`config.mk`:
```
export PLATFORM = sky130hd
export DESIGN_NAME = approx_prod_accum
export DESIGN_NICKNAME = d
export VERILOG_FILES = /design/src/rtl/approx_prod_accum.sv
export SDC_FILE = /design/constraint.sdc
export NUM_CORES = 1
export LEC_CHECK = 0
export ABC_AREA = 1
export CAP_MARGIN = 20
export CORE_MARGIN = 2
export CORE_UTILIZATION = 40
export DETAILED_ROUTE_END_ITERATION = 10
export DONT_BUFFER_PORTS = 1
export PLACE_DENSITY = 0.55
export SLEW_MARGIN = 0
export SYNTH_ARGS = -nofsm -noshare
export SYNTH_HDL_FRONTEND = slang
export SYNTH_SLANG_ARGS = --single-unit
```
`constraint.sdc`:
```
create_clock -name clk -period 1.8 [get_ports clk]
set_input_delay 0.18 -clock clk [delete_from_list [all_inputs] [get_ports clk]]
set_output_delay 0.18 -clock clk [all_outputs]
set_load 0.05 [all_outputs]
```
`src/rtl/approx_prod_accum.sv`:
```
// Purpose : sums a stream of LEN approximate 8x8 products into one dot-product result.
// Latency : out_valid rises one cycle after the last accepted beat (LEN+1 cycles from start).
// Backpr. : in_ready only in ACC; result held in DONE until out_ready; beats outside ACC dropped.
//
// Ports:
//   clk, rst_n           clock, asynchronous active-low reset
//   start, len           job request and product count (sampled only in IDLE)
//   in_valid/in_ready    input beat handshake carrying in_a, in_b, in_prod
//   out_valid/out_ready  result handshake carrying out_sum, out_ovf
//   busy                 high whenever the FSM is not in IDLE
//   err_sum              accumulated |a*b - prod|, only when APPROX_ERR_MON_EN is defined
//
// Optional feature macro: APPROX_ERR_MON_EN (adds exact multiplier and err_sum port).
module approx_prod_accum #(
    parameter int ACC_W = 24,
    parameter int LEN_W = 8
) (
    input  logic             clk,
    input  logic             rst_n,
    input  logic             start,
    input  logic [LEN_W-1:0] len,
    input  logic             in_valid,
    output logic             in_ready,
    input  logic [7:0]       in_a,
    input  logic [7:0]       in_b,
    input  logic [15:0]      in_prod,
    output logic             out_valid,
    input  logic             out_ready,
    output logic [ACC_W-1:0] out_sum,
    output logic             out_ovf,
    output logic             busy
`ifdef APPROX_ERR_MON_EN
    ,
    output logic [ACC_W-1:0] err_sum
`endif
);

    typedef enum logic [1:0] {
        IDLE = 2'd0,
        ACC  = 2'd1,
        DONE = 2'd2
    } state_t;

    state_t           state;
    state_t           state_nxt;
    logic [LEN_W-1:0] cnt;
    logic [ACC_W-1:0] acc;
    logic             ovf;
    logic             beat;
    logic [ACC_W:0]   acc_ext;

    assign beat = in_valid && in_ready;

    // One extra bit captures the carry out of the accumulator MSB.
    assign acc_ext = {1'b0, acc} + (ACC_W+1)'(in_prod);

    // ---------------- FSM ----------------
    always_ff @(posedge clk or negedge rst_n) begin
        if (!rst_n) begin
            state <= IDLE;
        end else begin
            state <= state_nxt;
        end
    end

    always_comb begin
        state_nxt = state;
        in_ready  = 1'b0;
        out_valid = 1'b0;
        busy      = 1'b1;
        case (state)
            IDLE: begin
                busy = 1'b0;
                if (start) begin
                    state_nxt = (len == '0) ? DONE : ACC;
                end
            end
            ACC: begin
                in_ready = 1'b1;
                if (in_valid && cnt == LEN_W'(1)) begin
                    state_nxt = DONE;
                end
            end
            DONE: begin
                out_valid = 1'b1;
                if (out_ready) begin
                    state_nxt = IDLE;
                end
            end
            default: begin
                state_nxt = IDLE;
            end
        endcase
    end

    // ---------------- datapath ----------------
    always_ff @(posedge clk or negedge rst_n) begin
        if (!rst_n) begin
            cnt <= '0;
            acc <= '0;
            ovf <= 1'b0;
        end else if (state == IDLE && start) begin
            cnt <= len;
            acc <= '0;
            ovf <= 1'b0;
        end else if (beat) begin
            cnt <= cnt - LEN_W'(1);
            acc <= acc_ext[ACC_W-1:0];
            // Sticky: any wrap during the job keeps the flag set.
            ovf <= ovf | acc_ext[ACC_W];
        end
    end

    // acc only changes in IDLE (on start) or ACC, so it is stable through DONE
    // and keeps the last result after the handshake.
    assign out_sum = acc;
    assign out_ovf = ovf;

`ifdef APPROX_ERR_MON_EN
    logic [15:0]      exact;
    logic [15:0]      err_diff;
    logic [ACC_W-1:0] err_acc;

    assign exact    = {8'd0, in_a} * {8'd0, in_b};
    assign err_diff = (exact >= in_prod) ? (exact - in_prod) : (in_prod - exact);

    always_ff @(posedge clk or negedge rst_n) begin
        if (!rst_n) begin
            err_acc <= '0;
        end else if (state == IDLE && start) begin
            err_acc <= '0;
        end else if (beat) begin
            err_acc <= err_acc + ACC_W'(err_diff);
        end
    end

    assign err_sum = err_acc;
`else
    // Operands only feed the error monitor; without it they are intentionally unused.
    logic unused_operands;
    assign unused_operands = ^{in_a, in_b};
`endif

endmodule

```
==> impl_results.md <==
- Fillcell total: approximately 700
- DP Wirelength: ~5.5 mm
- DIE AREA: 7880 µm²
- Yosys warns: 0
- WL final: approximately 7.5 mm
- Starting density of the core: 41.8%
- Port Buffers: 0
- Placement Setup Slack: 0.00644 ns
- First-pass detailed-route iteration total: 4
- Aggregate global routing overflow: 0
- Final period util: 98.7%
- Post-synth top area share: 30.5%
- Top Family by Delay on Critical Path: flip-flops
- DRC viols: 0
- CP max stage cell: dfrtp_2
- Register area: 891 µm²
- Hold Fails Final Rpt: 0
- Max Freq: approximately 560 MHz
- Least-Margin Pin Slew: 0.526 ns
- Total GRT Usage: 19.7%
- Outcome: complete, no violations
- Crit Path Class: reg -> reg
- Die X: 88.7 µm
- EDFF count, synth: 0
- Post-layout util: 53.3%
- Num CTS Buffers: 5
- CTS tree: built
- Clk_lat worst skew: roughly 0.30 ns
- Final setup viols: 0
- Antenna fix cells: 0
- Antenna Nets Post-Route: 0
- Final Wtd Congestion: 0.917
- Clock skew: between 0.008 and 0.009 ns
- Global-route wire length before repair: around 12 mm
- Netlist cell types: 41
- Maximum root-to-sink buffer count: 2
- Area growth, synth to finish: 27.5%
- Drt first-iter violations: 105
- CP max FO: 3
- Post-Syn Instances: around 430
- Max-slew violation count: 0
- Rows: 30
- Number of global-route vias before repair: 2,700
- Num ports: 73
- Leakage Power: 0.00181 µW
- HP Class: in -> reg
- Area occupied by multi-input gates: 2040 µm²
- RSZ-0062 raised after global routing: true
- Yosys reg bits: 35
- Core area: 6870 µm²
- Layout Nets: 530
- Setup slack after layout: 0.0237 ns
- Sequential area share after synthesis: 30.5%
- Number of buffers and inverters on the critical path: 3
- Post-layout min period: between 1.5 and 2 ns
- Top_reg_cell synth: dfrtp_1
- Maxcap violations: 0
- Clock transition at path regs: 0.08 ns
- Max incr delay on CP: 0.43 ns
- Most frequent cells in the layout: nand2_1 (134), inv_1 (47), nor2_1 (35), buf_4 (35), dfrtp_1 (23)
- Area leader, netlist: dfrtp_1
- Maximum VDD drop: 1030 µV
- Avg Synthesized Cell Area: 6.74 µm²
- Worst Path Arrival: approximately 2.0 ns
- # H-tree levels: 2
- Mapped Area: about 2900 µm²
- Initial antenna violation count: 0
- Share of layout cells above drive strength 1: 29.1%
- CTS root buffer: clkbuf_8
- Post-synth ARST share: 100%
- DR WL/cell: approximately 13 µm
- WP data required: 1.98 ns
- Die Span Y: a little under 90 µm
- Largest net degree at the start of global routing: 36
- Cells along the critical path: ha_4, inv_2, fa_2, inv_2, nand3_2, nand3_2, buf_4, or2_2, a32o_1
- Slew margin rel.: 64.9%
- DR vias: 2,836
- Pwr dens: 1600 nW/µm²
- Setup crit start kind: flip-flop
- Synth area leaders: dfrtp_1 (30%), nand2_1 (19%), ha_1 (7.8%)
- Vias per inst: 5.04
- Clk sink count: 35
- Worst setup EP type: flip-flop
- Commonest non-fill, non-tap cell in the layout: nand2_1
- Post-Syn Nets: roughly 500
[kinds of logic (layout without fill, tap and decap cells)]
| group | Yosys count | after routing | synth area share (%) |
|---|---|---|---|
| DFF | 35 | 35 | 30.5 |
| buffers and inverters | 62 | 103 | 8.62 |
| adders and majority gates | 19 | 19 | 8.54 |
| and+or+nand+nor | 245 | 245 | 38.3 |
| AOI/OAI and AO/OA | 58 | 58 | 11.9 |
| xor gates and xnor gates | 7 | 7 | 2.13 |
[final timing paths]
check	to	slack [ns]	startpoint	depth (start not counted)
min in group asynchronous	out_sum[9]$_DFFE_PN0P_	0.35	rst_n	2
hold / removal	cnt[1]$_DFFE_PN0P_	0.008	len[1]	2
setup reg to reg	out_sum[4]$_DFFE_PN0P_	0.02	out_sum[0]$_DFFE_PN0P_	9
setup / recovery	out_sum[4]$_DFFE_PN0P_	0.02	out_sum[0]$_DFFE_PN0P_	9
max in group asynchronous	out_sum[8]$_DFFE_PN0P_	1.26	rst_n	2
hold reg to reg	cnt[2]$_DFFE_PN0P_	0.48	cnt[2]$_DFFE_PN0P_	2
[cells in the mapped netlist (all sizes together), types with 2 or more instances]
library cell and n:
or2 2, nand2 158, nand3 27, nor3 5, nand4 2, ha 18
xor2 7, o211ai 5, a21oi 28, inv 57, o21ai 17, nor2 44
nor4 2, dfrtp 35, o31ai 2, buf 5
[stage by stage]
| step | hold WS, ns | setup TNS (ns) | cell area, µm² | std cells | power (µW) |
|---|---|---|---|---|---|
| after global placement | -0.114 | 0 | 3210 | 546 | 4750 |
| after CTS | 0.000486 | -0.0226 | 3380 | 559 | 5500 |
| final | 0.00846 | 0 | 3660 | 563 | 5870 |
| after detailed placement | -0.114 | 0 | 3210 | 546 | 4790 |
| after global routing | 0.00648 | -0.190 | 3660 | 563 | 6370 |
| after floorplan | -0.116 | -0.140 | 2910 | 426 | 3980 |
[power by group]
part / switching, µW / leakage [µW] / internal [µW]
sequential: 235 / 0.000440 / 1080
clock: 319 / 0.0000482 / 310
combinational: 2570 / 0.00133 / 1360
[registers in the layout (all words and copies together) (netlist names)]
register and cells:
cnt 8, out_ovf 1, out_sum 24, state 2
[area by class of cell]
cell class | count | share of cell area, %
inverter | 57 | 5.91
multi-input combinational | 329 | 55.7
clock inverter | 1 | 0.137
timing repair buffer | 38 | 8.27
sequential | 35 | 24.3
tap | 96 | 3.28
clock buffer | 7 | 2.36
[routing by layer]
layer	up-vias	wire length (µm)	GRT usage [%]
li1	1443	-	-
met1	1321	3480	26.1
met2	65	3520	32.6
met3	7	421	4.38
met4	0	77	5.23
met5	-	0	0
[what timing repair did]
action / CTS / global route
pin swaps: 4 / 9
gates resized for setup: 4 / 52
setup endpoints to repair: 1 / 17
endpoints found under the hold margin: 36 / 0
hold buffers: 3 / 0
buffers inserted: 2 / 4
Power figures use the tool's default switching activity.
==> edit 1: new RTL, config.mk and constraints unchanged <==
The parameter `ACC_W` goes from 24 to 48.
--- a/src/rtl/approx_prod_accum.sv
+++ b/src/rtl/approx_prod_accum.sv
@@ -13,5 +13,5 @@
 // Optional feature macro: APPROX_ERR_MON_EN (adds exact multiplier and err_sum port).
 module approx_prod_accum #(
-    parameter int ACC_W = 24,
+    parameter int ACC_W = 48,
     parameter int LEN_W = 8
 ) (
Ports: changed (resized out_sum); port bits go from 73 to 97. No check against the original RTL was run, so the function may have changed too.
==> edit 1 against the original RTL <==
The flow now finishes with violations (negative setup slack). Count of clock-buffer cells in the layout grew 4. Wire length grew 84%. Final cell count grew 62%. Sequential cell count grew 24. Setup slack lost 0.13 ns. Sequential share of layout area grew 0.36 points. Area after synthesis grew 55%. Power grew 31%. Via count grew 66%. Design area grew 66%. Core utilization grew 2.4 points. Critical endpoint is now out_sum[26]. Highest routed layer unchanged.
==> edit 1: results (changes against the original RTL) <==
[cells_and_area]
largest_reg_flops = 48  ; +100%
fillers = 1053  ; +50%
final_nets = 829  ; +56%
insertedDiodeCount = 0  ; unchanged
drive_gt1_share_pct = 33.64  ; +4.5 points

[worst_hold_path]
hold_start = out_ready
worstHoldEndpoint = state[1]
holdPathStages = 3  ; +1

[sta]
finalWorstSetupSlack_ns = -0.1021  ; -0.1258 ns
skew_ns = 0.009902  ; +0.001369 ns
hold_violations = 0  ; unchanged
max_slew.worst_pin.slew_ns = 0.4806  ; -0.04527 ns
final-setup-viol-count = 16  ; +16

[routing]
drt_wl_total_um = 13780  ; +84%
drt_iter0_markers = 304  ; +190%
drt_pre_antenna_iters = 6  ; +2
via_per_inst = 5.176  ; +2.7%

[synth]
ys_types = 42  ; +2.4%
synth-adder-area-share_pct = 5.493  ; -3.0 points
synth_nets = 737  ; +50%
synthTopCellsByCount = nand2_1, nor2_1, inv_1
synthTopCellsByArea = dfrtp_1, nand2_1, nor2_1
synth-xor-area-share_pct = 0.9809  ; -1.2 points
synth-seq-area-share_pct = 33.07  ; +2.6 points
synth_compound_area_share_pct = 10.40  ; -1.5 points

[power]
ir_drop_uv = 770.3  ; -25%
p_seq_mw = 1.86  ; +41%
leakagePower_nw = 2.941  ; +62%
comb-power_mw = 4.56  ; +16%
p_sw_share_pct = 47.87  ; -5.3 points

[clock_tree]
cts_buffers = 9  ; +4
htree_levels = 3  ; +1
clk_latency_ns = 0.36  ; +0.06 ns

[place]
place_congestion = 0.9428  ; +2.8%
hpwl_um = 10050  ; +83%
place_ws_ns = -0.1388  ; -0.1452 ns
post_dp_cell_area_sq_mm = 0.005260  ; +64%

[outcome]
outcome = complete, but fails checks
failed_checks = negative setup slack

[worst_setup_path]
critPathCapture = out_sum[26]
critPathMaxStageDelay_ns = 0.43  ; about the same
cp_max_fo = 4  ; +1
reg2reg_depth = 12  ; +3
crit_family = simple AND/OR/NAND/NOR gates

[grt]
grt_first_pass_wirelength_um = 22180  ; +83%
grt_use_total_pct = 23.82  ; +4.1 points
grt_pass1_vias = 4580  ; +70%
grt_max_degree = 60  ; +67%

-- edit 1: changes by cell type after synthesis, moves of 3 or more --
cell     before  now
nand2_1     143  218
nor2_1       37   87
a21oi_1      25   50
dfrtp_1      35   59
nand3_1      23   47
inv_1        49   69
nand4_1       2   12
nor3_2        1    9
nor3_1        4   10
xor2_1        7    3
a22o_1        1    4
buf_2         4    7
nand3_2       4    1
-- edit 1: layout make-up --
type                            count  area share [%]
Clock buffer                       11           2.332
Sequential cell                    59           24.69
Clock inverter                      5          0.8875
Timing Repair Buffer               93           12.30
Tap cell                          140           2.890
Multi-Input combinational cell    524           52.03
Inverter                           78           4.871
-- edit 1: worst min-delay path: cells and delay by family --
kind                   cells  cell delay (ns)
AND/OR/NAND/NOR            1             0.07
buffers and inverters      1             0.02
AO/OA/AOI/OAI              1             0.06
-- edit 1: through the flow --
stage          hold slack (ns)  power, mW  std cells  TNS, ns  util, %
2_1_floorplan          -0.1156      4.666        673  -0.8101        -
3_3_place_gp           -0.1136      5.724        876  -0.9020    48.31
3_5_place_dp           -0.1137      5.798        876   -1.738    48.31
4_1_cts               0.004447      7.333        902  -0.8263    52.86
5_1_grt                0.02549      8.223        910   -4.333    55.68
6_report               0.01336      7.670        910  -0.9919    55.68
-- edit 1: timing repair --
item                                    in CTS  in global routing
pin swaps                                   16                 31
endpoints found under the setup margin      36                 42
buffers inserted                             1                  8
hold buffers                                 9                  0
gates resized for setup                     40                 62
hold endpoints to repair                    66                  0
-- edit 1: layer usage --
layer,GRT usage (%),up-vias,share of wire (%)
met5,0,-,0
met4,8.047,0,1.7
met3,3.438,16,4.7
met2,39.24,119,48
met1,32.02,2221,46
li1,-,2354,-
==> edit 2: new RTL, config.mk and constraints unchanged <==
Made on the original files. The 3 states of `state_t` get a one-hot encoding in 3 bits.
--- a/src/rtl/approx_prod_accum.sv
+++ b/src/rtl/approx_prod_accum.sv
@@ -36,8 +36,8 @@
 );
 
-    typedef enum logic [1:0] {
-        IDLE = 2'd0,
-        ACC  = 2'd1,
-        DONE = 2'd2
+    typedef enum logic [2:0] {
+        IDLE = 3'b001,
+        ACC  = 3'b010,
+        DONE = 3'b100
     } state_t;
 
Behaviour: same outputs for any inputs over 10 cycles, from zero or initial values and one cycle with rst_n low; not proved beyond that.
==> edit 2 against the original RTL <==
Wire length fell by 1.0%. Sequential cell count rose by 1. Design area rose by 2.6%. Final cell count rose by 0.18%. Setup slack improved by 0.042 ns. Area after synthesis fell by 1.8%. Clock skew fell by 0.0024 ns. Sequential power rose by 4%. Power rose by 3.8%. Combinational power rose by 4%. Highest routed layer unchanged.
==> edit 2: results (changes against the original RTL) <==
[routing]
wl_met3_um = 421  ; unchanged
drt_wl_total_um = 7418  ; -1.0%
drt_iter0_markers = 148  ; +41%
wl_per_cell_um = 13.15  ; -1.2%
drt_pre_antenna_iters = 4  ; unchanged
drt-met1-wl_um = 3644  ; +4.9%
vias = 2823  ; -0.46%
dr_wl_met2_um = 3289  ; -6.5%
dr.max_layer_used = met4

[synth]
synthTopCellsByCount = nand2_1, inv_1, nor2_1
synthFlopType = dfrtp_1
synthArstFlopShare_pct = 100.0  ; unchanged
synth.most_common_cell = nand2_1
synth-seq-area-share_pct = 31.97  ; +1.5 points
synthTopCellsByArea = dfrtp_1, nand2_1, ha_1
ys_types = 38  ; -7.3%
syn-instance-count = 417  ; -2.1%
synth_nets = 481  ; -1.8%

[clock_tree]
cts_buffers = 5  ; unchanged
htree_levels = 2  ; unchanged
cts_buffer_depth = 2  ; unchanged
clk_latency_ns = 0.30  ; about the same
root_buffer = clkbuf_8

[worst_setup_path]
critPathCapture = out_sum[20]
crit_family = simple AND/OR/NAND/NOR gates
cp_max_fo = 5  ; +2
critPathArrivalTime_ns = 1.92  ; -0.04 ns
critPathMaxStageDelay_ns = 0.39  ; -0.04 ns
reg2reg_depth = 13  ; +4
slowest_stage = dfrtp_2

[grt]
grt_first_pass_wirelength_um = 12350  ; +1.9%
grt_max_degree = 37  ; +2.8%
grt_use_total_pct = 20.29  ; +0.57 points
grt_use_met1_pct = 29.35  ; +3.3 points
met3_usage_pct = 4.241  ; -0.14 points
grt_pass1_vias = 2660  ; -1.5%
antenna_found_initial = 0  ; unchanged
grt_use_met2_pct = 31.27  ; -1.3 points
top_usage_layer = met2

[cells_and_area]
insertedDiodeCount = 0  ; unchanged
fillers = 674  ; -4.1%
final_nets = 531  ; +0.19%
largest_reg_flops = 24  ; unchanged
drive_gt1_share_pct = 30.13  ; +1.0 points

[power]
ir_drop_uv = 654.3  ; -37%
power.density_mw_per_mm2 = 1622  ; +1.2%
leakagePower_nw = 1.817  ; +0.21%

[place]
post_dp_cell_area_sq_mm = 0.003277  ; +1.9%
place_ws_ns = -0.05881  ; -0.06525 ns
dp.cells = 550  ; +0.73%
port_buffers = 0  ; unchanged
place_congestion = 0.8352  ; -8.9%
hpwl_um = 5657  ; +3.2%

[sta]
slew-limit-headroom_pct = 63.90  ; -1.0 points
final-setup-viol-count = 0  ; unchanged
finalWorstSetupSlack_ns = 0.06574  ; +0.04206 ns
skew_ns = 0.006170  ; -0.002363 ns

[outcome]
outcome = complete, no violations

[worst_hold_path]
min_path_type = in -> reg
worstHoldEndpoint = cnt[1]

[edit 2: changes by cell type after synthesis, sizes merged, moves of 2 or more]
cell / before / now
o31ai: 2 / 0
nand3b: 1 / 4
xor2: 7 / 4
inv: 57 / 48
xnor2: 0 / 3
nand3: 27 / 30
and2: 1 / 3
a21oi: 28 / 30
nor2: 44 / 48
o21ai: 17 / 21
nand2: 158 / 144
nor4: 2 / 0
o221ai: 1 / 3
[edit 2: power by group]
group / internal [mW] / switching [mW]
logic: 1.53 / 2.56
registers: 1.12 / 0.249
clock network: 0.312 / 0.321
total: 2.97 / 3.13
[edit 2: cell families (layout without fill, tap and decap cells)]
logic type | Yosys count | in the layout | share of synthesized area [%]
DFF | 36 | 36 | 31.97
and+or+nand+nor | 238 | 238 | 37.07
xor gates and xnor gates | 7 | 7 | 2.173
AOI/OAI and AO/OA | 64 | 64 | 12.59
adders and majority gates | 19 | 19 | 8.692
buffers and inverters | 53 | 104 | 7.494
[edit 2: cell type report]
cell class,count,area share [%]
timing repair buffer,48,10.05
clock buffer,7,2.297
clock inverter,1,0.1997
inverter,48,5.093
multi-input combinational,328,54.66
sequential,36,24.50
tap,96,3.196
[edit 2: through the flow]
stage / power [mW] / hold slack, ns / setup TNS, ns
finish: 6.097 / 0.01661 / 0
global route: 6.636 / 0.04134 / -0.1464
CTS: 5.705 / 0.01256 / -0.004480
detailed placement: 4.905 / -0.1142 / -0.2206
global placement: 4.874 / -0.1143 / -0.02653
floorplan: 3.914 / -0.1156 / -0.1882
[edit 2: repair_timing]
action,4_1_cts,5_1_grt
resized for setup,14,57
pin swaps,8,9
hold buffers,3,0
endpoints found under the setup margin,8,26
endpoints found under the hold margin,37,0
setup buffers,2,1
